--- src/rtl/mmio_pkg.sv ---
// Shared types and default address map for the MMIO bus decoder.
//   - mmio_state_e : decoder FSM states
//   - *_BASE/*_MASK: default target map (data memory, mouse, sprite memory)
//   - region_hit() : base/mask region membership test
package mmio_pkg;

    typedef enum logic [1:0] {
        IDLE   = 2'd0,
        ACCESS = 2'd1,
        RESP   = 2'd2
    } mmio_state_e;

    // Widest address the region test handles; narrower buses are zero-extended.
    localparam int unsigned MAP_AW = 64;

    localparam logic [31:0] DMEM_BASE   = 32'h0000_0000;
    localparam logic [31:0] DMEM_MASK   = 32'h0000_003F;
    localparam logic [31:0] MOUSE_BASE  = 32'h0000_0040;
    localparam logic [31:0] MOUSE_MASK  = 32'h0000_0000;
    localparam logic [31:0] SPRITE_BASE = 32'h0000_1000;
    localparam logic [31:0] SPRITE_MASK = 32'h0000_0FFF;

    // An address hits when all bits outside the offset mask equal the base.
    function automatic logic region_hit(input logic [MAP_AW-1:0] addr,
                                        input logic [MAP_AW-1:0] base,
                                        input logic [MAP_AW-1:0] mask);
        return (addr & ~mask) == base;
    endfunction

endpackage

--- src/rtl/mmio_addr_match.sv ---
// Combinational priority matcher of an address against a base/mask table.
// Ports:
//   addr : address to decode
//   hit  : 1 when any region matches
//   idx  : index of the matching region; lowest index wins on overlap
module mmio_addr_match
    import mmio_pkg::*;
#(
    parameter int unsigned          NDEV        = 3,
    parameter int unsigned          AW          = 32,
    parameter int unsigned          IW          = (NDEV > 1) ? $clog2(NDEV) : 1,
    parameter logic [NDEV*AW-1:0]   REGION_BASE = {SPRITE_BASE, MOUSE_BASE, DMEM_BASE},
    parameter logic [NDEV*AW-1:0]   REGION_MASK = {SPRITE_MASK, MOUSE_MASK, DMEM_MASK}
) (
    input  logic [AW-1:0] addr,
    output logic          hit,
    output logic [IW-1:0] idx
);

    // Scan from the highest index down so the lowest matching region is kept last.
    always_comb begin
        hit = 1'b0;
        idx = '0;
        for (int i = int'(NDEV) - 1; i >= 0; i--) begin
            if (region_hit(MAP_AW'(addr),
                           MAP_AW'(REGION_BASE[i*AW +: AW]),
                           MAP_AW'(REGION_MASK[i*AW +: AW]))) begin
                hit = 1'b1;
                idx = IW'(i);
            end
        end
    end

endmodule

--- src/rtl/mmio_bus_decoder.sv ---
// Registered memory-map decoder between the core data port and NDEV targets.
// Accepts a request in IDLE, selects the matching target one-hot, waits for its
// ack, then returns data/error to the core with a one-cycle cpu_ready pulse.
// Optional build macro MMIO_TIMEOUT_EN: abort an access with cpu_err when the
// selected target does not ack within TIMEOUT cycles.
// Ports:
//   clk, reset           : clock, synchronous active-high reset
//   cpu_req/we/addr/wdata: core request (req sampled only in IDLE)
//   cpu_rdata/ready/err  : completion pulse with read data and error flag
//   dev_sel/we/addr/wdata: one-hot target select and registered request
//   dev_rdata, dev_ack   : per-target read data and completion
module mmio_bus_decoder
    import mmio_pkg::*;
#(
    parameter int unsigned        NDEV        = 3,
    parameter int unsigned        AW          = 32,
    parameter int unsigned        DW          = 32,
    parameter logic [NDEV*AW-1:0] REGION_BASE = {SPRITE_BASE, MOUSE_BASE, DMEM_BASE},
    parameter logic [NDEV*AW-1:0] REGION_MASK = {SPRITE_MASK, MOUSE_MASK, DMEM_MASK},
    parameter int unsigned        TIMEOUT     = 16
) (
    input  logic               clk,
    input  logic               reset,
    input  logic               cpu_req,
    input  logic               cpu_we,
    input  logic [AW-1:0]      cpu_addr,
    input  logic [DW-1:0]      cpu_wdata,
    output logic [DW-1:0]      cpu_rdata,
    output logic               cpu_ready,
    output logic               cpu_err,
    output logic [NDEV-1:0]    dev_sel,
    output logic               dev_we,
    output logic [AW-1:0]      dev_addr,
    output logic [DW-1:0]      dev_wdata,
    input  logic [NDEV*DW-1:0] dev_rdata,
    input  logic [NDEV-1:0]    dev_ack
);

    localparam int unsigned IW = (NDEV > 1) ? $clog2(NDEV) : 1;

    mmio_state_e     state;
    mmio_state_e     state_nxt;

    logic            match_hit_c;
    logic [IW-1:0]   match_idx_c;
    logic [AW-1:0]   match_mask_c;

    logic [IW-1:0]   idx_q;
    logic [IW-1:0]   idx_nxt;
    logic            sel_ack_c;
    logic [DW-1:0]   sel_rdata_c;
    logic            timeout_c;

    logic [DW-1:0]   cpu_rdata_nxt;
    logic            cpu_ready_nxt;
    logic            cpu_err_nxt;
    logic [NDEV-1:0] dev_sel_nxt;
    logic            dev_we_nxt;
    logic [AW-1:0]   dev_addr_nxt;
    logic [DW-1:0]   dev_wdata_nxt;

    mmio_addr_match #(
        .NDEV        (NDEV),
        .AW          (AW),
        .IW          (IW),
        .REGION_BASE (REGION_BASE),
        .REGION_MASK (REGION_MASK)
    ) u_match (
        .addr (cpu_addr),
        .hit  (match_hit_c),
        .idx  (match_idx_c)
    );

    // Offset mask of the region currently being decoded.
    always_comb begin
        match_mask_c = '0;
        for (int i = 0; i < int'(NDEV); i++) begin
            if (IW'(i) == match_idx_c) begin
                match_mask_c = REGION_MASK[i*AW +: AW];
            end
        end
    end

    // Ack and read data of the latched target; other targets are ignored.
    always_comb begin
        sel_ack_c   = 1'b0;
        sel_rdata_c = '0;
        for (int i = 0; i < int'(NDEV); i++) begin
            if (IW'(i) == idx_q) begin
                sel_ack_c   = dev_ack[i];
                sel_rdata_c = dev_rdata[i*DW +: DW];
            end
        end
    end

`ifdef MMIO_TIMEOUT_EN
    localparam int unsigned CW = (TIMEOUT > 1) ? $clog2(TIMEOUT) : 1;

    logic [CW-1:0] to_cnt;

    // Counts ACCESS cycles without the selected ack; cleared whenever not in ACCESS.
    always_ff @(posedge clk) begin
        if (reset) begin
            to_cnt <= '0;
        end else if (state != ACCESS) begin
            to_cnt <= '0;
        end else if (!sel_ack_c) begin
            to_cnt <= to_cnt + CW'(1);
        end
    end

    // An ack in the final cycle wins over the timeout.
    assign timeout_c = (state == ACCESS) && !sel_ack_c && (to_cnt == CW'(TIMEOUT - 1));
`else
    logic unused_timeout_c;

    assign timeout_c        = 1'b0;
    assign unused_timeout_c = ^32'(TIMEOUT);
`endif

    // State register.
    always_ff @(posedge clk) begin
        if (reset) begin
            state <= IDLE;
        end else begin
            state <= state_nxt;
        end
    end

    // Next-state logic.
    always_comb begin
        state_nxt = state;
        case (state)
            IDLE: begin
                if (cpu_req) begin
                    state_nxt = match_hit_c ? ACCESS : RESP;
                end
            end
            ACCESS: begin
                if (sel_ack_c || timeout_c) begin
                    state_nxt = RESP;
                end
            end
            RESP:    state_nxt = IDLE;
            default: state_nxt = IDLE;
        endcase
    end

    // Next values of the registered outputs.
    always_comb begin
        idx_nxt       = idx_q;
        cpu_rdata_nxt = '0;
        cpu_ready_nxt = 1'b0;
        cpu_err_nxt   = 1'b0;
        dev_sel_nxt   = '0;
        dev_we_nxt    = 1'b0;
        dev_addr_nxt  = '0;
        dev_wdata_nxt = '0;
        case (state)
            IDLE: begin
                if (cpu_req && match_hit_c) begin
                    idx_nxt       = match_idx_c;
                    dev_we_nxt    = cpu_we;
                    dev_addr_nxt  = cpu_addr & match_mask_c;
                    dev_wdata_nxt = cpu_wdata;
                    for (int i = 0; i < int'(NDEV); i++) begin
                        dev_sel_nxt[i] = (IW'(i) == match_idx_c);
                    end
                end else if (cpu_req) begin
                    cpu_ready_nxt = 1'b1;
                    cpu_err_nxt   = 1'b1;
                end
            end
            ACCESS: begin
                if (sel_ack_c) begin
                    cpu_ready_nxt = 1'b1;
                    cpu_rdata_nxt = dev_we ? '0 : sel_rdata_c;
                end else if (timeout_c) begin
                    cpu_ready_nxt = 1'b1;
                    cpu_err_nxt   = 1'b1;
                end else begin
                    dev_sel_nxt   = dev_sel;
                    dev_we_nxt    = dev_we;
                    dev_addr_nxt  = dev_addr;
                    dev_wdata_nxt = dev_wdata;
                end
            end
            default: begin
            end
        endcase
    end

    // Output and transaction registers.
    always_ff @(posedge clk) begin
        if (reset) begin
            idx_q     <= '0;
            cpu_rdata <= '0;
            cpu_ready <= 1'b0;
            cpu_err   <= 1'b0;
            dev_sel   <= '0;
            dev_we    <= 1'b0;
            dev_addr  <= '0;
            dev_wdata <= '0;
        end else begin
            idx_q     <= idx_nxt;
            cpu_rdata <= cpu_rdata_nxt;
            cpu_ready <= cpu_ready_nxt;
            cpu_err   <= cpu_err_nxt;
            dev_sel   <= dev_sel_nxt;
            dev_we    <= dev_we_nxt;
            dev_addr  <= dev_addr_nxt;
            dev_wdata <= dev_wdata_nxt;
        end
    end

endmodule

--- config.mk ---
export PLATFORM = sky130hd
export DESIGN_NAME = mmio_bus_decoder
export DESIGN_NICKNAME = d
export VERILOG_FILES = /design/src/rtl/mmio_pkg.sv /design/src/rtl/mmio_addr_match.sv /design/src/rtl/mmio_bus_decoder.sv
export SDC_FILE = /design/constraint.sdc
export NUM_CORES = 1
export LEC_CHECK = 0
export BUFFER_PORTS_ARGS = -buffer_cell sky130_fd_sc_hd__buf_4
export CORE_AREA = 2 2 104 106
export DETAILED_ROUTE_END_ITERATION = 8
export DIE_AREA = 0 0 106 108
export PLACE_DENSITY = 0.75
export SYNTH_ARGS = -nofsm -noshare
export SYNTH_HDL_FRONTEND = slang
export SYNTH_SLANG_ARGS = --single-unit
--- constraint.sdc ---
create_clock -name clk -period 2.8 [get_ports clk]
set_clock_uncertainty 0.05 [all_clocks]
set_input_delay 0.56 -clock clk [delete_from_list [all_inputs] [get_ports clk]]
set_output_delay 0.56 -clock clk [all_outputs]
set_load 0.02 [all_outputs]
# Word-level counts from Yosys, hierarchy flattened
# Cells that the tools add are included.
# op_classes
n_addsub	0
multipliers	0
n_div	0
magnitude_cmp	0
n_eq_ne	9
shifts	0
n_mux	34
bitwise_logic	4
n_reduce_logical	9
# ops
op	n
32-bit 2-to-1 mux	6
32-bit case mux with 2 select lines	2
64-bit logical NOT	1
32-bit bitwise AND	1
32-bit by 7-bit equality test with 1-bit output (second input constant)	1
20-bit by 1-bit equality test with 1-bit output (second input constant)	1
12-bit 2-to-1 mux	1
2-bit 2-to-1 mux	6
6-bit 2-to-1 mux	2
1-bit 2-to-1 mux	11
2-bit logical NOT	3
3-bit 2-to-1 mux	2
3-bit case mux with 2 select lines	1
1-bit by 2-bit equality test with 1-bit output (first input constant)	2
2-bit equality test (first input constant)	2
2-bit != test (second input constant)	2
1-bit case mux with 2 select lines	2
2-bit case mux with 2 select lines	1
2-bit AND reduction	2
4-bit OR reduction	1
1-bit NOT	3
2-bit by 1-bit equality test with 1-bit output (second input constant)	1
2-bit OR reduction	1
1-bit logical AND	1
# totals
ff_bits	106
latch_bits	0
ram_bits	0
romBits	0
wordCells	65
memories	0

# Logic depth before layout (Yosys ltp)
# logic_depth
depth_word	11
mapped_depth	8
ltp_nobuf	4

# Hierarchy
# A second synthesis with hierarchy kept.
# hier_totals
cells_unflattened	319
area_unflattened_um2	3542.1
# by_module_without_submodules
module	n_inst	cells_each	area_each_um2	seq_area_each_um2
mmio_bus_decoder	1	301	3400.8	1721.7
mmio_addr_match	1	18	141.4	0.0

# Worst setup path before layout
# No wires, ideal clock.
# synth_timing
kind	input-to-reg
start	input cpu_addr[5]
end	register dev_wdata[29]
setup_time_ns	0.068
arrival_ns	2.233
t_required_ns	2.682
path_slack_ns	0.449
path_stages	6
cell_sequence	or4_4 o211a_1 or4b_1 buf_6 buf_12 o2bb2ai_2
# synth_via
elab_chain_cells	6
# synth_rtl
item	line_no	rtl
from (decl)	mmio_bus_decoder.sv:26	input logic [AW-1:0] cpu_addr,
32-bit by 7-bit equality test with 1-bit output	mmio_pkg.sv:27	return (addr & ~mask) == base;
1-bit 2-to-1 mux (2 in series)	mmio_addr_match.sv:25	if (region_hit(MAP_AW'(addr),
1-bit logical AND	mmio_bus_decoder.sv:161	if (cpu_req && match_hit_c) begin
32-bit 2-to-1 mux	mmio_bus_decoder.sv:161	
32-bit case mux with 2 select lines	mmio_bus_decoder.sv:159	case (state)
to (signal assigned)	mmio_bus_decoder.sv:212	dev_wdata <= dev_wdata_nxt;
to (decl)	mmio_bus_decoder.sv:34	output logic [DW-1:0] dev_wdata,
# Every way passes these cells.
# A chain may end at the register's enable or synchronous reset.

# Worst setup path in the final report
# layout_timing
start	input cpu_addr[5]
end	register dev_wdata[24]
# The elaborated chain is that of the path after synthesis.

==> impl_metrics.json <==
{
  "detail_route.iter0.violations": 185,
  "critPathKind": "in2reg",
  "synth.avg_cell_area_um2": 9.707,
  "area_growth_pct": 51.53,
  "diodes": 0,
  "crit_required_ns": 3.02,
  "worstHoldPathType": "in2reg",
  "insertion_delay_ns": 0.35,
  "clk_path_buf_depth": 2,
  "cts-hold-fix-buffers": 0,
  "drt_wl_total_um": 12090,
  "dr.pass1.iters": 4,
  "nets": 813,
  "die_y_um": 108,
  "worst_path_largest_cell_delay_ns": 0.75,
  "numCtsBuffers": 9,
  "p_leak_nw": 2.731,
  "final-hold-violation-count": 0,
  "pwr_density_cell_mw_per_mm2": 400.6,
  "die_w_um": 106,
  "clkTransAtPathRegs_ns": 0.10,
  "ys_seq_area_frac": 0.4295,
  "worstMarginPinSlew_ns": 1.219,
  "crit_arrival_ns": 2.62,
  "grt_pass1_vias": 3787,
  "antenna_found_initial": 0,
  "cap_viol_max_count": 0,
  "synthCells": 413,
  "start_util": 0.3918,
  "io_buffer_count": 248,
  "ys_seq_elements": 86,
  "grt-ovfl-total": 0,
  "cts_htree_levels": 3,
  "synthFlopType": "dfxtp_1",
  "grt_max_degree": 46,
  "vias_per_cell": 4.933,
  "endpoint_kind": "register",
  "track_usage": 0.2018,
  "ir_drop_mv": 0.2803,
  "utilization": 0.5937,
  "finalSetupTns_ns": 0,
  "cts-root-buf": "clkbuf_8",
  "synth-edff-count": 0,
  "slew_headroom": 0.1868,
  "num_rows": 37,
  "ios": 269,
  "rsz0062_at_grt": "false",
  "grt_pass1_wl_um": 18470,
  "synth_cell_types": 37,
  "drcViolationCount": 0,
  "startpoint_type": "input port",
  "async_reset_ff_frac": 0,
  "synthTopCellsByArea": "dfxtp_1, o2bb2ai_2, mux2i_1",
  "drive_gt1_frac": 0.4762,
  "ant_nets": 0,
  "cp_max_fo": 34,
  "dp_hpwl_um": 9374,
  "vias": 3882,
  "cts_sinks": 86,
  "timing.final.crit_period_ns": 2.397,
  "die_area_mm2": 0.01145,
  "cts_resized": 0,
  "cts_tree": "yes",
  "crit_slowest_cell": "or4b_2",
  "fp.coreArea_mm2": 0.01023,
  "cts_setup_buffers": 0,
  "fmax_mhz": 417.1,
  "fin_crit_sh": 0.8562,
  "yosysWarnings": 0,
  "synth.top_cell.area_share": 0.4295,
  "drv_slew": 0,
  "syn_area_mm2": 0.004009,
  "setup_viol": 0,
  "gp_congestion": 0.8745,
  "path_cells": "buf_4 -> or4_4 -> o211a_1 -> or4b_2 -> buf_12 -> o2bb2ai_2",
  "synthTopCellsByCount": "dfxtp_1, nor2_1, a21oi_1",
  "yosys.cell_count.top_type": "dfxtp_1",
  "status": "complete, no violations",
  "post_drt_wl_per_cell_um": 15.37,
  "synth_top_cell_by_area": "dfxtp_1"
}
sequential cells by signal (all words and copies together), names as in the netlist, 2 cells and up:
register   flops
cpu_rdata     32
dev_wdata     32
dev_addr      12
dev_sel        3
idx_q          2
state          2
area by class of cell:
cell class                 instances  area, um^2
fill                             896        4156
multi-input combinational        285        2002
timing repair buffer             256        1947
sequential                        86        1723
tap                              136       170.2
clock buffer                       9       123.9
clock inverter                     7       78.83
inverter                           8       30.03
where the power goes:
group          total (mW)  internal (mW)  leakage (nW)  switching [mW]
clock               0.899          0.426         0.105           0.474
sequential           1.23           1.22         0.693        0.000954
combinational       0.309          0.189          1.93           0.120
cell usage in the layout, fill, tap and decap left out, types with 3 or more instances in the layout:
master,netlist,layout
o2bb2ai_1,12,12
nand3_1,5,5
nor3_1,3,3
nand3b_1,34,34
nor4_1,12,12
buf_4,20,254
a21oi_1,36,36
clkbuf_8,0,9
inv_6,0,4
inv_1,8,8
conb_1,1,20
mux2i_1,32,32
nor2_1,67,67
o2bb2ai_2,29,29
a22o_1,7,7
dfxtp_1,86,85
nand2_1,5,5
cell families (layout without fill, tap and decap cells):
kind of cell	count (synthesis)	count (layout)	share of synthesized area
AND/OR/NAND/NOR	141	141	0.1873
AO/OA/AOI/OAI	91	91	0.2085
flip-flops	86	86	0.4295
buffers and inverters	61	280	0.09114
multiplexers	33	33	0.08271
other	1	20	0.0009354
layer usage:
layer  part of all wire  GRT usage
met1               0.40     0.2465
met2               0.51     0.3553
met3              0.076    0.05184
met4             0.0099    0.05263
met5                  0          0
per-stage QoR:
stage	instances	power [mW]	hold slack, ns	worst slack [ns]	area (um^2)
detailed placement	771	1.562	0.3994	0.06012	5872
global route	787	2.536	0.3574	0.1779	6075
floorplan	432	1.378	0.4792	0.4491	4080
CTS	787	2.452	0.3639	0.4095	6075
finish	787	2.434	0.3740	0.4028	6075
global placement	771	1.554	0.3957	0.1012	5872
worst max-delay path: cells and delay by family:
family,cells,cell delay (ns)
AND/OR/NAND/NOR,2,1.29
AO/OA/AOI/OAI,2,0.40
buffers and inverters,2,0.34
worst paths after layout:
| path | startpoint | end | slack [ns] | cells after the start |
|---|---|---|---|---|
| setup / recovery | cpu_addr[5] | dev_wdata[24]$_SDFFE_PP0P_ | 0.40 | 6 |
| hold / removal | cpu_addr[3] | dev_addr[3]$_SDFFE_PP0P_ | 0.37 | 2 |
| setup reg to reg | idx_q[1]$_SDFFE_PP0P_ | dev_wdata[24]$_SDFFE_PP0P_ | 0.44 | 4 |
| hold reg to reg | dev_wdata[10]$_SDFFE_PP0P_ | dev_wdata[10]$_SDFFE_PP0P_ | 0.42 | 1 |
(Power assumes the default switching activity.)
